===== config.mk =====
export PLATFORM = sky130hd
export DESIGN_NAME = at_pipe_tracker
export DESIGN_NICKNAME = d
export VERILOG_FILES = /design/src/rtl/at_pipe_tracker_pkg.sv /design/src/rtl/at_pipe_tracker_slot.sv /design/src/rtl/at_pipe_tracker.sv
export SDC_FILE = /design/constraint.sdc
export NUM_CORES = 1
export LEC_CHECK = 0
export ABC_AREA = 0
export BUFFER_PORTS_ARGS = -buffer_cell sky130_fd_sc_hd__buf_2
export CORE_ASPECT_RATIO = 0.5
export CORE_UTILIZATION = 45
export DETAILED_ROUTE_END_ITERATION = 10
export GPL_ROUTABILITY_DRIVEN = 0
export PLACE_DENSITY_LB_ADDON = 0.2
export SYNTH_ARGS = -nofsm -noshare
export SYNTH_HDL_FRONTEND = slang
export SYNTH_SLANG_ARGS = --single-unit

===== constraint.sdc =====
create_clock -name clk -period 2.2 [get_ports clk]
set_clock_uncertainty 0.15 [all_clocks]
set_input_delay 0.11 -clock clk [delete_from_list [all_inputs] [get_ports clk]]
set_output_delay 0.11 -clock clk [all_outputs]
set_load 0.05 [all_outputs]

===== src/rtl/at_pipe_tracker_pkg.sv =====
// Shared definitions for the E/M/W hazard-information pipeline:
// default widths, T_new encodings and the bubble value of a slot.
package at_pipe_tracker_pkg;

   localparam int REG_W_DEF  = 5;
   localparam int TNEW_W_DEF = 2;
   localparam int CNT_W_DEF  = 32;

   // Remaining result latency as seen on entry to E
   localparam int TNEW_LW   = 2;
   localparam int TNEW_ALU  = 1;
   localparam int TNEW_ZERO = 0;

   // One slot at default widths; a bubble is every field cleared
   typedef struct packed {
      logic [REG_W_DEF-1:0]  rs;
      logic [REG_W_DEF-1:0]  rt;
      logic [REG_W_DEF-1:0]  wreg;
      logic                  grf_we;
      logic                  is_lw;
      logic                  is_sw;
      logic [TNEW_W_DEF-1:0] t_new;
   } slot_t;

   localparam slot_t BUBBLE     = '0;
   localparam logic  BUBBLE_BIT = 1'b0;

endpackage


===== src/rtl/at_pipe_tracker_slot.sv =====
// One registered hazard-info slot. Loads its inputs or a bubble each cycle;
// T_new can be stored as-is, stored after a saturating decrement, or not
// stored at all (the W slot, where T_new is always 0).
module at_stage_slot
   import at_pipe_tracker_pkg::*;
#(
   parameter int REG_W    = REG_W_DEF,
   parameter int TNEW_W   = TNEW_W_DEF,
   parameter bit HAS_TNEW = 1'b1,
   parameter bit DEC_TNEW = 1'b0
) (
   input  logic              clk,
   input  logic              i_srst,
   input  logic              i_bubble,
   input  logic [REG_W-1:0]  i_rs,
   input  logic [REG_W-1:0]  i_rt,
   input  logic [REG_W-1:0]  i_wreg,
   input  logic              i_we,
   input  logic              i_is_lw,
   input  logic              i_is_sw,
   input  logic [TNEW_W-1:0] i_t_new,
   output logic [REG_W-1:0]  o_rs,
   output logic [REG_W-1:0]  o_rt,
   output logic [REG_W-1:0]  o_wreg,
   output logic              o_we,
   output logic              o_is_lw,
   output logic              o_is_sw,
   output logic [TNEW_W-1:0] o_t_new
);

   logic [REG_W-1:0] r_rs;
   logic [REG_W-1:0] r_rt;
   logic [REG_W-1:0] r_wreg;
   logic             r_we;
   logic             r_is_lw;
   logic             r_is_sw;

   // Capture the incoming instruction, or clear to a bubble on reset/stall
   always_ff @(posedge clk) begin
      if (i_srst || i_bubble) begin
         r_rs    <= {REG_W{BUBBLE_BIT}};
         r_rt    <= {REG_W{BUBBLE_BIT}};
         r_wreg  <= {REG_W{BUBBLE_BIT}};
         r_we    <= BUBBLE_BIT;
         r_is_lw <= BUBBLE_BIT;
         r_is_sw <= BUBBLE_BIT;
      end else begin
         r_rs    <= i_rs;
         r_rt    <= i_rt;
         r_wreg  <= i_wreg;
         r_we    <= i_we;
         r_is_lw <= i_is_lw;
         r_is_sw <= i_is_sw;
      end
   end

   assign o_rs    = r_rs;
   assign o_rt    = r_rt;
   assign o_wreg  = r_wreg;
   assign o_we    = r_we;
   assign o_is_lw = r_is_lw;
   assign o_is_sw = r_is_sw;

   generate
      if (HAS_TNEW) begin : g_tnew
         logic [TNEW_W-1:0] w_t_next;
         logic [TNEW_W-1:0] r_t_new;

         // Saturating decrement: a result already available stays at 0
         always_comb begin
            w_t_next = i_t_new;
            if (DEC_TNEW && (i_t_new != TNEW_W'(TNEW_ZERO))) begin
               w_t_next = i_t_new - TNEW_W'(1);
            end
         end

         // Remaining-latency register, cleared with the rest of the slot
         always_ff @(posedge clk) begin
            if (i_srst || i_bubble) begin
               r_t_new <= TNEW_W'(TNEW_ZERO);
            end else begin
               r_t_new <= w_t_next;
            end
         end

         assign o_t_new = r_t_new;
      end else begin : g_no_tnew
         logic w_unused_t_new;
         assign w_unused_t_new = ^i_t_new;
         assign o_t_new        = TNEW_W'(TNEW_ZERO);
      end
   endgenerate

endmodule


===== src/rtl/at_pipe_tracker.sv =====
// Producer side of the stall/forwarding interface: walks each decoded
// instruction's hazard info through E, M and W, bubbling E on stall and
// counting inserted bubbles.
module at_pipe_tracker
   import at_pipe_tracker_pkg::*;
#(
   parameter int REG_W  = REG_W_DEF,
   parameter int TNEW_W = TNEW_W_DEF,
   parameter int CNT_W  = CNT_W_DEF
) (
   input  logic              clk,
   input  logic              reset,
   input  logic              stall,
   input  logic [REG_W-1:0]  D_rs,
   input  logic [REG_W-1:0]  D_rt,
   input  logic [REG_W-1:0]  D_Wreg,
   input  logic              D_GRF_WE,
   input  logic              D_is_LW,
   input  logic              D_is_SW,
   input  logic [TNEW_W-1:0] D_T_new,
   output logic [REG_W-1:0]  E_rs,
   output logic [REG_W-1:0]  E_rt,
   output logic [REG_W-1:0]  M_rs,
   output logic [REG_W-1:0]  M_rt,
   output logic [REG_W-1:0]  W_rs,
   output logic [REG_W-1:0]  W_rt,
   output logic [REG_W-1:0]  E_Wreg,
   output logic [REG_W-1:0]  M_Wreg,
   output logic [REG_W-1:0]  W_Wreg,
   output logic              E_GRF_WE,
   output logic              M_GRF_WE,
   output logic              W_GRF_WE,
   output logic              E_is_LW,
   output logic              E_is_SW,
   output logic              M_is_LW,
   output logic              M_is_SW,
   output logic              W_is_LW,
   output logic [TNEW_W-1:0] E_T_new,
   output logic [TNEW_W-1:0] M_T_new,
   output logic [CNT_W-1:0]  stall_cnt
);

   // A $0 destination must never look like a producer downstream
   logic              w_d_wreg_nz;
   logic              w_d_we;
   logic [TNEW_W-1:0] w_d_t_new;

   assign w_d_wreg_nz = (D_Wreg != '0);
   assign w_d_we      = D_GRF_WE & w_d_wreg_nz;
   assign w_d_t_new   = w_d_wreg_nz ? D_T_new : TNEW_W'(TNEW_ZERO);

   // W carries no T_new and no store flag to the outside
   logic [TNEW_W-1:0] w_w_t_new;
   logic              w_w_is_sw;
   logic              w_unused_w;
   assign w_unused_w = ^{w_w_t_new, w_w_is_sw};

   at_stage_slot #(
      .REG_W(REG_W), .TNEW_W(TNEW_W), .HAS_TNEW(1'b1), .DEC_TNEW(1'b0)
   ) u_slot_e (
      .clk(clk), .i_srst(reset), .i_bubble(stall),
      .i_rs(D_rs), .i_rt(D_rt), .i_wreg(D_Wreg), .i_we(w_d_we),
      .i_is_lw(D_is_LW), .i_is_sw(D_is_SW), .i_t_new(w_d_t_new),
      .o_rs(E_rs), .o_rt(E_rt), .o_wreg(E_Wreg), .o_we(E_GRF_WE),
      .o_is_lw(E_is_LW), .o_is_sw(E_is_SW), .o_t_new(E_T_new)
   );

   at_stage_slot #(
      .REG_W(REG_W), .TNEW_W(TNEW_W), .HAS_TNEW(1'b1), .DEC_TNEW(1'b1)
   ) u_slot_m (
      .clk(clk), .i_srst(reset), .i_bubble(1'b0),
      .i_rs(E_rs), .i_rt(E_rt), .i_wreg(E_Wreg), .i_we(E_GRF_WE),
      .i_is_lw(E_is_LW), .i_is_sw(E_is_SW), .i_t_new(E_T_new),
      .o_rs(M_rs), .o_rt(M_rt), .o_wreg(M_Wreg), .o_we(M_GRF_WE),
      .o_is_lw(M_is_LW), .o_is_sw(M_is_SW), .o_t_new(M_T_new)
   );

   at_stage_slot #(
      .REG_W(REG_W), .TNEW_W(TNEW_W), .HAS_TNEW(1'b0), .DEC_TNEW(1'b0)
   ) u_slot_w (
      .clk(clk), .i_srst(reset), .i_bubble(1'b0),
      .i_rs(M_rs), .i_rt(M_rt), .i_wreg(M_Wreg), .i_we(M_GRF_WE),
      .i_is_lw(M_is_LW), .i_is_sw(M_is_SW), .i_t_new(M_T_new),
      .o_rs(W_rs), .o_rt(W_rt), .o_wreg(W_Wreg), .o_we(W_GRF_WE),
      .o_is_lw(W_is_LW), .o_is_sw(w_w_is_sw), .o_t_new(w_w_t_new)
   );

   logic [CNT_W-1:0] r_stall_cnt;

   // Count inserted bubbles; reset takes priority over a coincident stall
   always_ff @(posedge clk) begin
      if (reset) begin
         r_stall_cnt <= '0;
      end else if (stall) begin
         r_stall_cnt <= r_stall_cnt + CNT_W'(1);
      end
   end

   assign stall_cnt = r_stall_cnt;

endmodule


# Yosys cells after proc, flatten, opt, wreduce, memory -nomap -nowiden
# Index checks and enable logic that the tools add are counted.
[classes]
n_mux = 1
n_bitwise = 2
addsub = 2
div_mod_pow = 0
n_lt_le_gt_ge = 0
eq_ne = 0
reduce_logical = 4
shift = 0
multipliers = 0
[op_table]
columns = ["operator", "count"]
rows = [
  ["32-bit by 1-bit adder with 32-bit output, second input constant", 1],
  ["5-bit nonzero test", 1],
  ["2-bit two-way mux", 1],
  ["2-bit nonzero test", 1],
  ["2-bit OR reduction", 1],
  ["2-bit by 1-bit subtractor with 2-bit output, second input constant", 1],
  ["1-bit AND", 1],
  ["1-bit logical OR", 1],
  ["1-bit NOT", 1],
]
[totals]
latchBits = 0
rom_bits = 0
n_memories = 0
mem_bits_rw = 0
output_inout_bits = 89
reg_bits = 89
input_bits = 23
elab_cells = 29

# Logic depth before layout (Yosys ltp)
[depth]
depth_word = 3
depth_mapped = 7
mapped_depth_nobuf = 5

# Cells and area by module
# Synthesis repeated with hierarchy kept, for this count alone.
[unflattened]
cells_unflattened = 324
hier_area_um2 = 3565.9
[modules_own_cells]
columns = ["module", "seq_area_each_um2", "area_per_inst_um2", "n_inst", "cells_per_inst"]
rows = [
  ["at_pipe_tracker", 640.6, 1590.3, 1, 193],
  ["at_stage_slot at u_slot_e", 400.4, 700.7, 1, 44],
  ["at_stage_slot at u_slot_m", 400.4, 656.9, 1, 44],
  ["at_stage_slot at u_slot_w", 360.3, 618.1, 1, 43],
]

# Worst setup path before layout
# No wires, ideal clock.
[synth_timing]
kind = "reg-to-reg"
from = "register r_stall_cnt[0], in the netlist stall_cnt[0]"
to = "register r_stall_cnt[20], in the netlist stall_cnt[20]"
t_required_ns = 1.980
t_arrival_ns = 2.138
stages_incl_launch_ff = 7
n_path_buf = 1
path_slack_ns = -0.158
setup_time_ns = 0.070
synth_period_minus_slack_ns = 2.358
cell_sequence = "dfxtp_1 ha_1 and4_1 buf_4 nand3_4 or4_2 a21oi_1"
[synth_via]
elab_chain_cells = 1
[synth_lines]
columns = ["item", "line_no", "rtl"]
rows = [
  ["from (decl)", "at_pipe_tracker.sv:88", "logic [CNT_W-1:0] r_stall_cnt;"],
  ["from (signal assigned)", "at_pipe_tracker.sv:95", "r_stall_cnt <= r_stall_cnt + CNT_W'(1);"],
  ["32-bit by 1-bit adder with 32-bit output", "at_pipe_tracker.sv:95", ""],
]
# No other way between the ends.
# A chain may end at the register's enable or synchronous reset.

# Worst setup path after layout
[layout_timing]
from = "input port D_Wreg[3]"
to = "register u_slot_e.r_we, in the netlist u_slot_e.o_we"
[layout_via]
elab_chain_cells = 2
[layout_lines]
columns = ["item", "line_no", "rtl"]
rows = [
  ["from (decl)", "at_pipe_tracker.sv:16", "input logic [REG_W-1:0] D_Wreg,"],
  ["5-bit nonzero test", "at_pipe_tracker.sv:48", "assign w_d_wreg_nz = (D_Wreg != '0);"],
  ["1-bit AND", "at_pipe_tracker.sv:49", "assign w_d_we = D_GRF_WE & w_d_wreg_nz;"],
  ["to (signal assigned)", "at_pipe_tracker_slot.sv:51", "r_we <= i_we;"],
  ["to (decl)", "at_pipe_tracker_slot.sv:34", "logic r_we;"],
]
# No other way between the ends.

==> impl_metrics.env <==
export IMPL_status="complete, no violations"
export IMPL_pwr_share_clk_pct=43.4
export IMPL_p_leak_nw=1.99
export IMPL_fmax_mhz=468
export IMPL_dp_hpwl_mm=4.49
export IMPL_grt_max_degree=48
export IMPL_clock_latency_ns=0.33
export IMPL_fin_nets=465
export IMPL_crit_required_ns=2.27
export IMPL_worst_hold_path_type="in -> reg"
export IMPL_antenna_found_initial=0
export IMPL_power_mw=3.41
export IMPL_tritoncts="done"
export IMPL_endpoint="u_slot_e.o_we"
export IMPL_cts_htree_levels=3
export IMPL_post_route_util_pct=64.6
export IMPL_end_kind="register"
export IMPL_fin_crit_sh_pct=97.2
export IMPL_overflow=0
export IMPL_tightest_slew_ns=0.486
export IMPL_cts_buffers=9
export IMPL_cpMaxStageDelayCell="dlygate4sd3_1"
export IMPL_fin_hold_ws_ns=0.0184
export IMPL_placed_cells=496
export IMPL_relSlewSlack_pct=67.4
export IMPL_p_seq_share_pct=48.8
export IMPL_vias=2631
export IMPL_final_min_clock_period_ns=2.14
export IMPL_die_w_um=120
export IMPL_ys_seq_area_share_pct=56.6
export IMPL_synth_cell_area_mm2=0.00315
export IMPL_cp_num_cells=6
export IMPL_power_density_mw_per_mm2=785
export IMPL_path_clk_slew_ns=0.06
export IMPL_synth_nets=325
export IMPL_max_cap_violations=0
export IMPL_setup_worst_path_start="D_Wreg[3]"
export IMPL_ir_worst_vdd_mv=0.540
export IMPL_die_area_mm2=0.00736
export IMPL_cp_top_family="buffers and inverters"
export IMPL_p_sw_uw=810
export IMPL_core_mm2=0.00673
export IMPL_dr_wl_met2_mm=3.37
export IMPL_max_stage_delay_ns=0.54
export IMPL_wl_per_cell_um=12.6
export IMPL_start_util_pct=46.8
export IMPL_route_detailed_drc=0
export IMPL_wl_met3_um=345
export IMPL_viasPerCell=4.89
export IMPL_first_pass_iters=4
export IMPL_final_max_slew_viol_count=0
export IMPL_grt_first_pass_wirelength_mm=10.4
export IMPL_ioPinCount=112
export IMPL_m1WireLength_mm=3.00
export IMPL_syn_inst=301
export IMPL_crit_type="in -> reg"
export IMPL_ff2ff_path_depth=5
export IMPL_grt_pass1_vias=2219
export IMPL_rows=21
export IMPL_syn_avg_cell_area_um2=10.5
export IMPL_grt_total_usage_pct=18.8
export IMPL_drtAntennaViolNets=0
export IMPL_ys_ff_latch=89
export IMPL_crit_arrival_ns=2.21
export IMPL_cpMostUsedCell="dlygate4sd3_1"
export IMPL_rsz0062_at_grt="no"
export IMPL_cts_num_sinks=89
export IMPL_yosysWarnings=0
export IMPL_crit_buf_inv=3
export IMPL_crit_path_start_kind="input port"
export IMPL_top_layer="met4"
export IMPL_synth_cell_type_count=39
export IMPL_io_buffers=111
export IMPL_cts_resized=0
export IMPL_drt_initial_drc_count=151
export IMPL_synthToLayoutAreaGrowth_pct=38.0
export IMPL_switching_share_pct=23.8
export IMPL_tns_ns=0
export IMPL_path_cells="dlygate4sd3_1 -> buf_2 -> or4_1 -> o21a_1 -> and2_1 -> dlygate4sd3_1"
export IMPL_path_max_fanout=3
export IMPL_diodes=0
export IMPL_fin_cells=538
export IMPL_clockBufferDepth=2
export IMPL_final_layout_size_suffix_gt1_share_pct=35.2
export IMPL_reg2reg_to="stall_cnt[20]"
export IMPL_rrSetupSlack_ns=0.15
export IMPL_combPwrFrac_pct=7.8
export IMPL_hold_viol_final=0
export IMPL_internal_power_mw=2.60
export IMPL_cts_root_buf="clkbuf_16"
export IMPL_drt_total_wl_mm=6.80
export IMPL_fp_dieH_um=61.2
export IMPL_setup_viol_count_final=0
export IMPL_r2r_start="stall_cnt[0]"
layout make-up:
cell class | instances | area, um2
Fill cell | 560 | 2380
Multi-Input combinational cell | 196 | 1280
Clock inverter | 4 | 35.0
Inverter | 2 | 7.51
Tap cell | 92 | 115
Timing Repair Buffer | 143 | 851
Sequential cell | 89 | 1790
Clock buffer | 12 | 267
stage by stage:
| step | cell area, um2 | setup slack, ns |
|---|---|---|
| 4_1_cts | 4320 | 0.0962 |
| 6_report | 4350 | 0.0618 |
| 2_1_floorplan | 3160 | 0.00330 |
| 3_5_place_dp | 3790 | 0.118 |
| 5_1_grt | 4350 | 0.0245 |
| 3_3_place_gp | 3790 | 0.217 |
per-layer routing:
metal | track usage, % | vias to the layer above
met5 | 0 | -
met4 | 6.88 | 0
met3 | 6.20 | 12
met2 | 33.8 | 60
met1 | 21.7 | 1243
li1 | - | 1316
Yosys cell counts (all sizes together):
master  number  area [um2]
ha           1        12.5
inv          2        7.51
and4         4        36.3
clkbuf       8        30.0
mux2i        1        10.0
nor2b       41         257
o31ai        8        60.1
dfxtp       89        1780
nor3         3        15.0
nor4b        1        8.76
xnor2        5        43.8
or4         11        87.6
a21oi       14        70.1
nor3b        1        7.51
nand2        8        30.0
or3          6        38.8
nor4         1        21.3
and3         3        18.8
o21ai        5        25.0
a21o         1        7.51
o21a         1        7.51
or2          1        6.26
and3b        1        8.76
buf          6        46.3
nand3       13        77.6
and2        23         144
nand4       11        96.3
nor2        20        75.1
mux2         6        67.6
xor2         6        52.6
state kept, by name, indices dropped and copies added, names as in the netlist, 2 cells and up:
register          flops
u_slot_e.o_rt         5
u_slot_e.o_wreg       5
u_slot_m.o_t_new      2
u_slot_w.o_wreg       5
u_slot_m.o_wreg       5
u_slot_e.o_rs         5
u_slot_e.o_t_new      2
u_slot_w.o_rs         5
u_slot_w.o_rt         5
stall_cnt            32
u_slot_m.o_rs         5
u_slot_m.o_rt         5
cell usage in the layout (no fill, tap or decap), types with 8 or more instances in the layout:
master / n
nand4_1: 8
nand3_1: 12
buf_2: 111
nor2b_1: 41
nor2_1: 20
and2_1: 23
o31ai_1: 8
or4_1: 9
nand2_1: 8
clkbuf_16: 9
a21oi_1: 14
dlygate4sd3_1: 22
dfxtp_1: 85
buf_4: 10
worst min-delay path by stage:
stage | cells past startpoint | slack, ns | from | to
after floorplan | 1 | 0.08 | D_is_LW | u_slot_e.o_is_lw
after global placement | 2 | 0.16 | D_rs[4] | u_slot_e.o_rs[4]
after detailed placement | 2 | 0.16 | D_rt[2] | u_slot_e.o_rt[2]
after CTS | 3 | 0.01 | stall | stall_cnt[0]
after global routing | 3 | 0.05 | stall | stall_cnt[1]
final | 3 | 0.02 | stall | stall_cnt[1]
worst min-delay path: stages:
cell and delay, ns:
buf_2 0.18, mux2i_1 0.10, nor2_1 0.08
power groups by stage:
stage / Clock, mW / Combinational (mW) / Sequential [mW]
after floorplan: 0 / 0.0557 / 1.81
after global placement: 0 / 0.232 / 1.70
after detailed placement: 0 / 0.236 / 1.70
after CTS: 1.52 / 0.265 / 1.66
after global routing: 1.59 / 0.281 / 1.67
final: 1.48 / 0.265 / 1.66
cell families (layout without fill, tap and decap cells):
kind of cell,after synthesis,after routing,share of synthesized area [%]
AOI/OAI and AO/OA,29,29,5.40
muxes,7,7,2.46
adders and majority gates,1,1,0.397
buffers and inverters,16,161,2.66
DFF,89,89,56.6
and+or+nand+nor,148,148,29.5
xor gates and xnor gates,11,11,3.06
repair_timing:
item                                   in CTS  in global routing
endpoints found under the hold margin      20                  0
hold buffers                               22                  0
setup endpoints to repair                   0                  1
buffers inserted                            0                  4
No activity file was read; power rests on OpenSTA's default activity.
